**src/rtl/rx_deserializer_pkg.sv**
```systemverilog
// Shared constants, parity encoding and right-justify helper for the serial receiver.
package rx_deserializer_pkg;

    localparam int unsigned MAX_BITS_MIN = 5;
    localparam int unsigned MAX_BITS_MAX = 16;

    typedef enum logic {
        PAR_EVEN = 1'b0,
        PAR_ODD  = 1'b1
    } par_sense_e;

    // Shift that moves nbits received at the top of a max_bits register down to bit 0.
    function automatic int unsigned rj_shift(input int unsigned max_bits,
                                             input int unsigned nbits);
        return max_bits - nbits;
    endfunction

endpackage

```
**src/rtl/rx_bit_counter.sv**
```systemverilog
// Saturating frame bit counter with clear and restart-at-one for back-to-back frames.
module rx_bit_counter #(
    parameter int unsigned CNT_W = 5
) (
    input  logic             clk,
    input  logic             rst,
    input  logic             clr,
    input  logic             restart,
    input  logic             inc,
    input  logic [CNT_W-1:0] limit,
    output logic [CNT_W-1:0] cnt
);

    logic [CNT_W-1:0] cnt_q;
    logic [CNT_W-1:0] cnt_d;

    // Restart beats clear beats increment; increment stops at the limit.
    always_comb begin
        cnt_d = cnt_q;
        if (restart) begin
            cnt_d = CNT_W'(1);
        end else if (clr) begin
            cnt_d = '0;
        end else if (inc && (cnt_q < limit)) begin
            cnt_d = cnt_q + CNT_W'(1);
        end
    end

    // Counter register with synchronous reset.
    always_ff @(posedge clk) begin
        if (rst) begin
            cnt_q <= '0;
        end else begin
            cnt_q <= cnt_d;
        end
    end

    assign cnt = cnt_q;

endmodule

```
**src/rtl/rx_deserializer.sv**
```systemverilog
// Serial-to-parallel receiver with per-frame config latch, parity/framing checks and overrun flag.
module rx_deserializer
    import rx_deserializer_pkg::*;
#(
    parameter int unsigned MAX_BITS = 9,
    parameter int unsigned LEN_W    = $clog2(MAX_BITS + 1)
) (
    input  logic                reg_clk,
    input  logic                reg_rst,
    input  logic [LEN_W-1:0]    cfg_len,
    input  logic                cfg_msb_first,
    input  logic                cfg_par_en,
    input  logic                cfg_par_odd,
    input  logic                shift,
    input  logic                serial_data_in,
    input  logic                load,
    input  logic                out_ready,
    input  logic                clr_ovr,
    output logic [MAX_BITS-1:0] out_data,
    output logic                out_valid,
    output logic                out_par_err,
    output logic                out_frm_err,
    output logic                overrun
);

    // One extra bit so the parity slot (len + 1) always fits.
    localparam int unsigned CNT_W = LEN_W + 1;

    logic [CNT_W-1:0]    bit_cnt;

    logic [MAX_BITS-1:0] data_q, data_d;
    logic                par_q, par_d;
    logic [LEN_W-1:0]    len_q, len_d;
    logic                msb_q, msb_d;
    logic                par_en_q, par_en_d;
    par_sense_e          par_odd_q, par_odd_d;

    logic [MAX_BITS-1:0] out_data_q, out_data_d;
    logic                out_valid_q, out_valid_d;
    logic                out_par_err_q, out_par_err_d;
    logic                out_frm_err_q, out_frm_err_d;
    logic                overrun_q, overrun_d;

    logic                load_eff_c;
    logic                accept_c;
    logic                new_frame_c;
    logic [LEN_W-1:0]    len_eff_c;
    logic                msb_eff_c;
    logic                par_en_eff_c;
    logic [CNT_W-1:0]    pos_c;
    logic [CNT_W-1:0]    limit_c;
    logic [CNT_W-1:0]    n_q_c;
    logic [CNT_W-1:0]    data_bits_c;
    logic [MAX_BITS-1:0] mask_c;
    logic [MAX_BITS-1:0] word_c;
    logic                par_err_c;

    // Frame control: which config applies to an incoming bit and where it lands.
    always_comb begin
        load_eff_c   = load && (bit_cnt != '0);
        accept_c     = load_eff_c && (!out_valid_q || out_ready);
        new_frame_c  = (bit_cnt == '0) || load_eff_c;
        len_eff_c    = new_frame_c ? cfg_len       : len_q;
        msb_eff_c    = new_frame_c ? cfg_msb_first : msb_q;
        par_en_eff_c = new_frame_c ? cfg_par_en    : par_en_q;
        pos_c        = new_frame_c ? '0            : bit_cnt;
        limit_c      = CNT_W'(len_eff_c) + CNT_W'(par_en_eff_c);
        n_q_c        = CNT_W'(len_q) + CNT_W'(par_en_q);
    end

    // Word assembly from the bits received so far, right-justified, plus parity check.
    always_comb begin
        data_bits_c = (bit_cnt > CNT_W'(len_q)) ? CNT_W'(len_q) : bit_cnt;
        mask_c      = ~({MAX_BITS{1'b1}} << data_bits_c);
        if (msb_q) begin
            word_c = data_q & mask_c;
        end else begin
            word_c = data_q >> rj_shift(MAX_BITS, 32'(data_bits_c));
        end
        par_err_c = par_en_q && ((^word_c) ^ par_q ^ (par_odd_q == PAR_ODD));
    end

    // Next-state for shift/parity registers, config latch and output register.
    always_comb begin
        data_d        = data_q;
        par_d         = par_q;
        len_d         = len_q;
        msb_d         = msb_q;
        par_en_d      = par_en_q;
        par_odd_d     = par_odd_q;
        out_data_d    = out_data_q;
        out_valid_d   = out_valid_q;
        out_par_err_d = out_par_err_q;
        out_frm_err_d = out_frm_err_q;
        overrun_d     = overrun_q;

        if (load_eff_c) begin
            data_d = '0;
            par_d  = 1'b0;
            if (accept_c) begin
                out_data_d    = word_c;
                out_valid_d   = 1'b1;
                out_par_err_d = par_err_c;
                out_frm_err_d = (bit_cnt != n_q_c);
            end
        end else if (out_ready) begin
            out_valid_d = 1'b0;
        end

        if (load_eff_c && !accept_c) begin
            overrun_d = 1'b1;
        end else if (clr_ovr) begin
            overrun_d = 1'b0;
        end

        if (shift) begin
            if (new_frame_c) begin
                len_d     = cfg_len;
                msb_d     = cfg_msb_first;
                par_en_d  = cfg_par_en;
                par_odd_d = par_sense_e'(cfg_par_odd);
            end
            if (pos_c < CNT_W'(len_eff_c)) begin
                if (msb_eff_c) begin
                    data_d = {data_d[MAX_BITS-2:0], serial_data_in};
                end else begin
                    data_d = {serial_data_in, data_d[MAX_BITS-1:1]};
                end
            end else if ((pos_c == CNT_W'(len_eff_c)) && par_en_eff_c) begin
                par_d = serial_data_in;
            end
        end
    end

    // State registers with synchronous reset.
    always_ff @(posedge reg_clk) begin
        if (reg_rst) begin
            data_q        <= '0;
            par_q         <= 1'b0;
            len_q         <= '0;
            msb_q         <= 1'b0;
            par_en_q      <= 1'b0;
            par_odd_q     <= PAR_EVEN;
            out_data_q    <= '0;
            out_valid_q   <= 1'b0;
            out_par_err_q <= 1'b0;
            out_frm_err_q <= 1'b0;
            overrun_q     <= 1'b0;
        end else begin
            data_q        <= data_d;
            par_q         <= par_d;
            len_q         <= len_d;
            msb_q         <= msb_d;
            par_en_q      <= par_en_d;
            par_odd_q     <= par_odd_d;
            out_data_q    <= out_data_d;
            out_valid_q   <= out_valid_d;
            out_par_err_q <= out_par_err_d;
            out_frm_err_q <= out_frm_err_d;
            overrun_q     <= overrun_d;
        end
    end

    rx_bit_counter #(
        .CNT_W (CNT_W)
    ) u_bit_counter (
        .clk     (reg_clk),
        .rst     (reg_rst),
        .clr     (load_eff_c && !shift),
        .restart (load_eff_c && shift),
        .inc     (shift),
        .limit   (limit_c),
        .cnt     (bit_cnt)
    );

    assign out_data    = out_data_q;
    assign out_valid   = out_valid_q;
    assign out_par_err = out_par_err_q;
    assign out_frm_err = out_frm_err_q;
    assign overrun     = overrun_q;

endmodule

```
**config.mk**
```make
export PLATFORM = sky130hd
export DESIGN_NAME = rx_deserializer
export DESIGN_NICKNAME = d
export VERILOG_FILES = /design/src/rtl/rx_deserializer_pkg.sv /design/src/rtl/rx_bit_counter.sv /design/src/rtl/rx_deserializer.sv
export SDC_FILE = /design/constraint.sdc
export NUM_CORES = 1
export LEC_CHECK = 0
export ABC_CLOCK_PERIOD_IN_PS = 8000
export BUFFER_PORTS_ARGS = -buffer_cell sky130_fd_sc_hd__buf_2
export CORE_MARGIN = 2
export CORE_UTILIZATION = 60
export DETAILED_ROUTE_END_ITERATION = 12
export GPL_TIMING_DRIVEN = 0
export HOLD_SLACK_MARGIN = 0.06
export PLACE_DENSITY = 0.83
export SLEW_MARGIN = 40
export SYNTH_ARGS = -nofsm -noshare
export SYNTH_HDL_FRONTEND = slang
export SYNTH_SLANG_ARGS = --single-unit
```
**constraint.sdc**
```tcl
create_clock -name reg_clk -period 8 [get_ports reg_clk]
set_clock_uncertainty 0.05 [all_clocks]
set_input_delay 2 -clock reg_clk [delete_from_list [all_inputs] [get_ports reg_clk]]
set_output_delay 2 -clock reg_clk [all_outputs]
set_load 0.02 [all_outputs]
```
==> qor.txt, run 1 <==
CTS buffer count: 5
leak pwr: 1.35 nW
number of global-route vias before repair: 2413
CTS hold repair buffers: 0
Synthesized Nets: 366
vias per inst: 6.26
fmax: 192 MHz
Final HPWL DP: 5270 um
ratio of cells with drive above 1 in the final layout: 0.140
most used cell, CP: ha_1
critical path's largest stage delay: 0.63 ns
H-Tree Depth: 2
worst hold margin: 0.417 ns
Worst-path clk slew: 0.08 ns
ys async rst share: 0
worst-margin pin slew: 0.815 ns
share of the synthesized area in the top cell type: 0.251
I/O pin total: 27
area grow syn2layout: 10.7%
status: finished clean
PortBufs: 24
total power: 0.650 mW
Total GRT Usage: 0.281
Reg2Reg Setup Slack: 2.98 ns
# DRC: 0
final hold violation count: 0
post-synth cell types: 60
Die Ht: 72.2 um
post-route setup TNS: 0 ns
max_cap viols: 0
grt ovf: 0
worst path cell trace: clkbuf_1 > nor2_1 > mux2i_1 > inv_1 > ha_1 > ha_1 > inv_1 > ha_1 > a21o_1 > a21oi_1 > nor2b_1 > o21ai_0 > and3b_1 > clkbuf_1 > nand4_1 > xor2_1 > nor2_1
routed len/inst: 16.8 um
diode count: 0
core area: 4410 um2
Setup Buffers After CTS: 0
WL final: 6960 um
Max clock buf depth: 2
largest net degree at the start of global routing: 13
min-delay worst type: register to register
DRT Pass-1 Iters: 4
CP arrival: 5.34 ns
Critical Path RT: 8.12 ns
Final Core Density: 0.700
root buffer cell: clkbuf_8
DR vias: 2598
Starting Density: 0.633
CTS tree: done
Post-Syn Area per Cell: 8.44 um2
Post-Syn Instances: 331
Post-synth EDFFs: 0
Max Slew Vio Count: 0
top_reg_cell synth: dfxtp_1
Max VDD drop: 0.000207 V
clk_lat worst skew: 0.30 ns
Synth area leader: dfxtp_1
CP Max Fanout: 8
DRT iter0 DRCs: 193
Die X: 72.2 um
RSZ-0062 raised after global routing: no
most common cell in the netlist: nor2_1
Routed Antenna Nets: 0
Final Wtd Congestion: 1.01
CTS-repair resized insts: 0
critical path class: input pin to register
largest cells by area after synthesis: dfxtp_1 (25%), mux2i_1 (11%), ha_1 (9.4%), nor2_1 (6.5%), a211oi_1 (4.8%)
fin crit share: 0.652
post-layout minimum cycle time: 5.21 ns
Mapped Area: 2790 um2
die area: 5220 um2
register area share after synthesis: 0.251
Slew HR: 0.453
setup violators final: 0
startpoint types: input pin
initial antenna violation count: 0
PwrDens: 210 nW/um2
CTS Sinks: 35
synth cell count leaders: nor2_1 (48), dfxtp_1 (35), mux2i_1 (31)
first-pass GRT wire length: 11300 um
flops & latches, synth: 35
FP Rows: 24
slowest CP cell: nor2_1
nets@finish: 397
YS warnings: 0
CP Capture Type: register
==> layout make-up <==
class,count,area [um2]
buffer,21,101
clock buffer,5,68.8
clock inverter,3,43.8
fill,337,1320
inverter,16,60.1
multi-input combinational,259,1930
sequential,35,701
tap,52,65.1
timing repair buffer,24,120
==> worst max-delay path: cells and delay by family <==
family                     cells  cell delay (ns)
and+or+nand+nor                5             1.06
adders and majority gates      3             0.74
buffers and inverters          4             0.51
AOI/OAI and AO/OA              3             0.42
muxes                          1             0.42
xor gates and xnor gates       1             0.16
==> layout by cell type (no fill, tap or decap), types with 6 or more instances in the layout <==
master / instances
a211oi_1: 18
a21oi_1: 18
buf_2: 27
clkbuf_1: 14
dfxtp_1: 35
ha_1: 21
inv_1: 15
mux2i_1: 31
nand2_1: 19
nand3_1: 9
nor2_1: 48
nor2b_1: 6
nor3_1: 7
o21ai_0: 6
xor2_1: 7
==> final timing paths <==
path,from,end,depth (start not counted)
hold reg to reg,out_data[8]$_SDFFE_PP0P_,out_data[8]$_SDFFE_PP0P_,2
setup reg to reg,len_q[3]$_SDFFE_PP0P_,out_par_err$_SDFFE_PP0P_,17
hold / removal,out_data[8]$_SDFFE_PP0P_,out_data[8]$_SDFFE_PP0P_,2
setup / recovery,load,u_bit_counter.cnt[3]$_SDFFE_PP0P_,17
==> registers in the layout, summed over array words and instances (netlist names) <==
name	count
data_q	9
out_data	9
u_bit_counter.cnt	5
len_q	4
msb_q	1
out_frm_err	1
out_par_err	1
out_valid	1
overrun	1
par_en_q	1
par_odd_q	1
par_q	1
==> logic make-up (layout without fill, tap and decap cells) <==
logic type	count (synthesis)	in the layout	synth area share
AND/OR/NAND/NOR	117	117	0.203
multiplexers	33	33	0.123
adder cells (fa/ha/maj)	21	21	0.0941
flip-flops	35	35	0.251
AO/OA/AOI/OAI	72	72	0.201
XOR/XNOR	16	16	0.0699
buffers and inverters	37	69	0.0578
==> per-stage QoR <==
stage / cells / setup WS (ns) / area, um2
floorplan: 331 / 2.98 / 2790
detailed placement: 407 / 2.57 / 2980
CTS: 415 / 2.83 / 3090
finish: 415 / 2.79 / 3090
global route: 415 / 2.50 / 3090
global placement: 407 / 2.62 / 2980
==> where the power goes <==
| group | total [mW] | internal (mW) | switching, mW |
|---|---|---|---|
| Sequential | 0.207 | 0.191 | 0.0162 |
| Clock | 0.165 | 0.0928 | 0.0725 |
| Combinational | 0.278 | 0.114 | 0.164 |
==> layer usage <==
metal | vias up | wire (um) | GRT usage
met3 | 19 | 370 | 0.0528
met1 | 1232 | 3280 | 0.376
li1 | 1259 | - | -
met4 | 0 | 194 | 0.113
met5 | - | 0 | 0
met2 | 88 | 3110 | 0.446
Power figures use the tool's default switching activity.
==> run 2: changes to the inputs <==
ABC_CLOCK_PERIOD_IN_PS = 4600   (was 8000)
CORE_UTILIZATION = 54   (was 60)
PLACE_DENSITY = 0.79   (was 0.83)
clock period = 4.6 ns   (was 8 ns; I/O delays follow)
==> qor.txt, run 2 (synthesized netlist as in run 1, its figures left out) <==
status: finished clean
diode count: 0
reg2reg path depth: 17
Fill cells: 447
Reg2Reg Setup Slack: 0.22 ns
ratio of cells with drive above 1 in the final layout: 0.168
CP arrival: 4.49 ns
final cell count without fillers: 434
most frequent cells in the layout: nor2_1 (46), dfxtp_1 (35), mux2i_1 (31), buf_2 (26), ha_1 (20)
area of the multi-input gates: 2000 um2
Setup crit end: out_par_err$_SDFFE_PP0P_
grt ovf: 0
R2R Path End: out_par_err$_SDFFE_PP0P_
vias per inst: 5.90
leak pwr: 1.35 nW
Critical Path RT: 4.71 ns
Worst-path clk slew: 0.08 ns
min-delay worst type: register to register
post-placement cell count: 425
setup violators final: 0
Final Wtd Congestion: 0.944
root buffer cell: clkbuf_8
Flop pwr share: 0.332
H-Tree Depth: 2
Critical R2R Launch: len_q[3]$_SDFFE_PP0P_
first-pass GRT wire length: 11800 um
CTS Sinks: 35
CP Launch Point: len_q[3]$_SDFFE_PP0P_
# DRC: 0
Max Slew Vio Count: 0
Slew HR: 0.442
Die Ht: 75.9 um
CTS buffer count: 5
Final HPWL DP: 5270 um
DRT iter0 DRCs: 251
worst-margin pin slew: 0.831 ns
FP Rows: 26
critical path class: register to register
Design Area, Final: 3170 um2
PortBufs: 24
I/O pin total: 27
core area: 5040 um2
routed len/inst: 16.0 um
startpoint types: register
clk_lat worst skew: 0.29 ns
WL final: 6960 um
Final Core Density: 0.628
die area: 5760 um2
Max clock buf depth: 2
fin crit share: 0.953
PwrDens: 345 nW/um2
Clk network pwr share: 0.208
Die X: 75.9 um
largest net degree at the start of global routing: 13
Routed Antenna Nets: 0
RSZ-0062 raised after global routing: yes
DR vias: 2562
commonest non-fill, non-tap cell in the layout: nor2_1
CP Max Fanout: 10
DRT Pass-1 Iters: 5
final hold violation count: 0
fmax: 228 MHz
initial antenna violation count: 0
post-layout minimum cycle time: 4.38 ns
Total GRT Usage: 0.251
Comb pwr share: 0.461
CP Capture Type: register
number of global-route vias before repair: 2459
max_cap viols: 0
sw frac: 0.406
Psw: 0.444 mW
Starting Density: 0.554
CTS tree: done
area grow syn2layout: 13.4%
FF/Latch Area: 701 um2
dpl cell area: 3000 um2
Max VDD drop: 0.000169 V
Pint: 0.649 mW
CTS hold repair buffers: 0
nets@finish: 398
[run 2: metal layers]
layer	part of all wire	vias up	GRT usage	wire length (um)
met2	0.47	86	0.418	3270
met5	0	-	0	0
met4	0.030	0	0.109	206
li1	-	1271	-	-
met1	0.46	1186	0.325	3170
met3	0.046	19	0.0357	318
[run 2: stage by stage]
step | setup WS [ns] | hold WS [ns] | power (mW) | TNS [ns]
finish | 0.216 | 0.435 | 1.09 | 0
global route | -0.0660 | 0.467 | 1.16 | -0.0660
CTS | 0.0343 | 0.429 | 1.08 | 0
detailed placement | -0.301 | 0.415 | 0.838 | -0.329
global placement | -0.258 | 0.399 | 0.832 | -0.258
floorplan | 0.339 | 0.422 | 0.734 | 0
[run 2: how the worst min path moves through the flow]
stage / startpoint / endpoint / cells past startpoint
finish: out_data[8]$_SDFFE_PP0P_ / out_data[8]$_SDFFE_PP0P_ / 2
floorplan: par_q$_SDFF_PP0_ / par_q$_SDFF_PP0_ / 2
detailed placement: out_data[8]$_SDFFE_PP0P_ / out_data[8]$_SDFFE_PP0P_ / 2
CTS: out_data[8]$_SDFFE_PP0P_ / out_data[8]$_SDFFE_PP0P_ / 2
global route: out_data[8]$_SDFFE_PP0P_ / out_data[8]$_SDFFE_PP0P_ / 2
global placement: out_data[8]$_SDFFE_PP0P_ / out_data[8]$_SDFFE_PP0P_ / 2
[run 2: timing repair]
| item | in CTS | in global routing |
|---|---|---|
| buffers inserted | 1 | 1 |
| hold endpoints to repair | 0 | 0 |
| gates resized for setup | 6 | 7 |
| pin swaps | 1 | 3 |
| endpoints found under the setup margin | 1 | 11 |
[run 2: final cells by class]
cell class | instances | area share
plain buffers | 20 | 0.0316
clock buffers | 5 | 0.0217
clock inverters | 3 | 0.00632
inverters | 16 | 0.0190
multi-input cells | 259 | 0.630
flip-flops and latches | 35 | 0.221
well taps | 70 | 0.0276
repair buffers | 26 | 0.0427
[run 2: power by group through the flow]
stage,sequential (mW),combinational [mW],clock [mW]
global placement,0.366,0.466,0
global route,0.366,0.552,0.240
CTS,0.360,0.486,0.230
detailed placement,0.367,0.472,0
floorplan,0.374,0.361,0
finish,0.363,0.504,0.227
[run 2: critical path, cell delays in order (launching register included)]
cell	delay (ns)
dfxtp_1	0.32
clkbuf_4	0.19
inv_1	0.12
ha_1	0.38
nand3_1	0.22
and4_1	0.30
a211oi_4	0.24
buf_6	0.18
ha_2	0.24
ha_1	0.28
o311ai_4	0.13
nor3_2	0.15
a221oi_4	0.35
xnor3_1	0.38
xnor3_1	0.20
xnor3_1	0.29
a2bb2oi_1	0.17
nor2_1	0.05
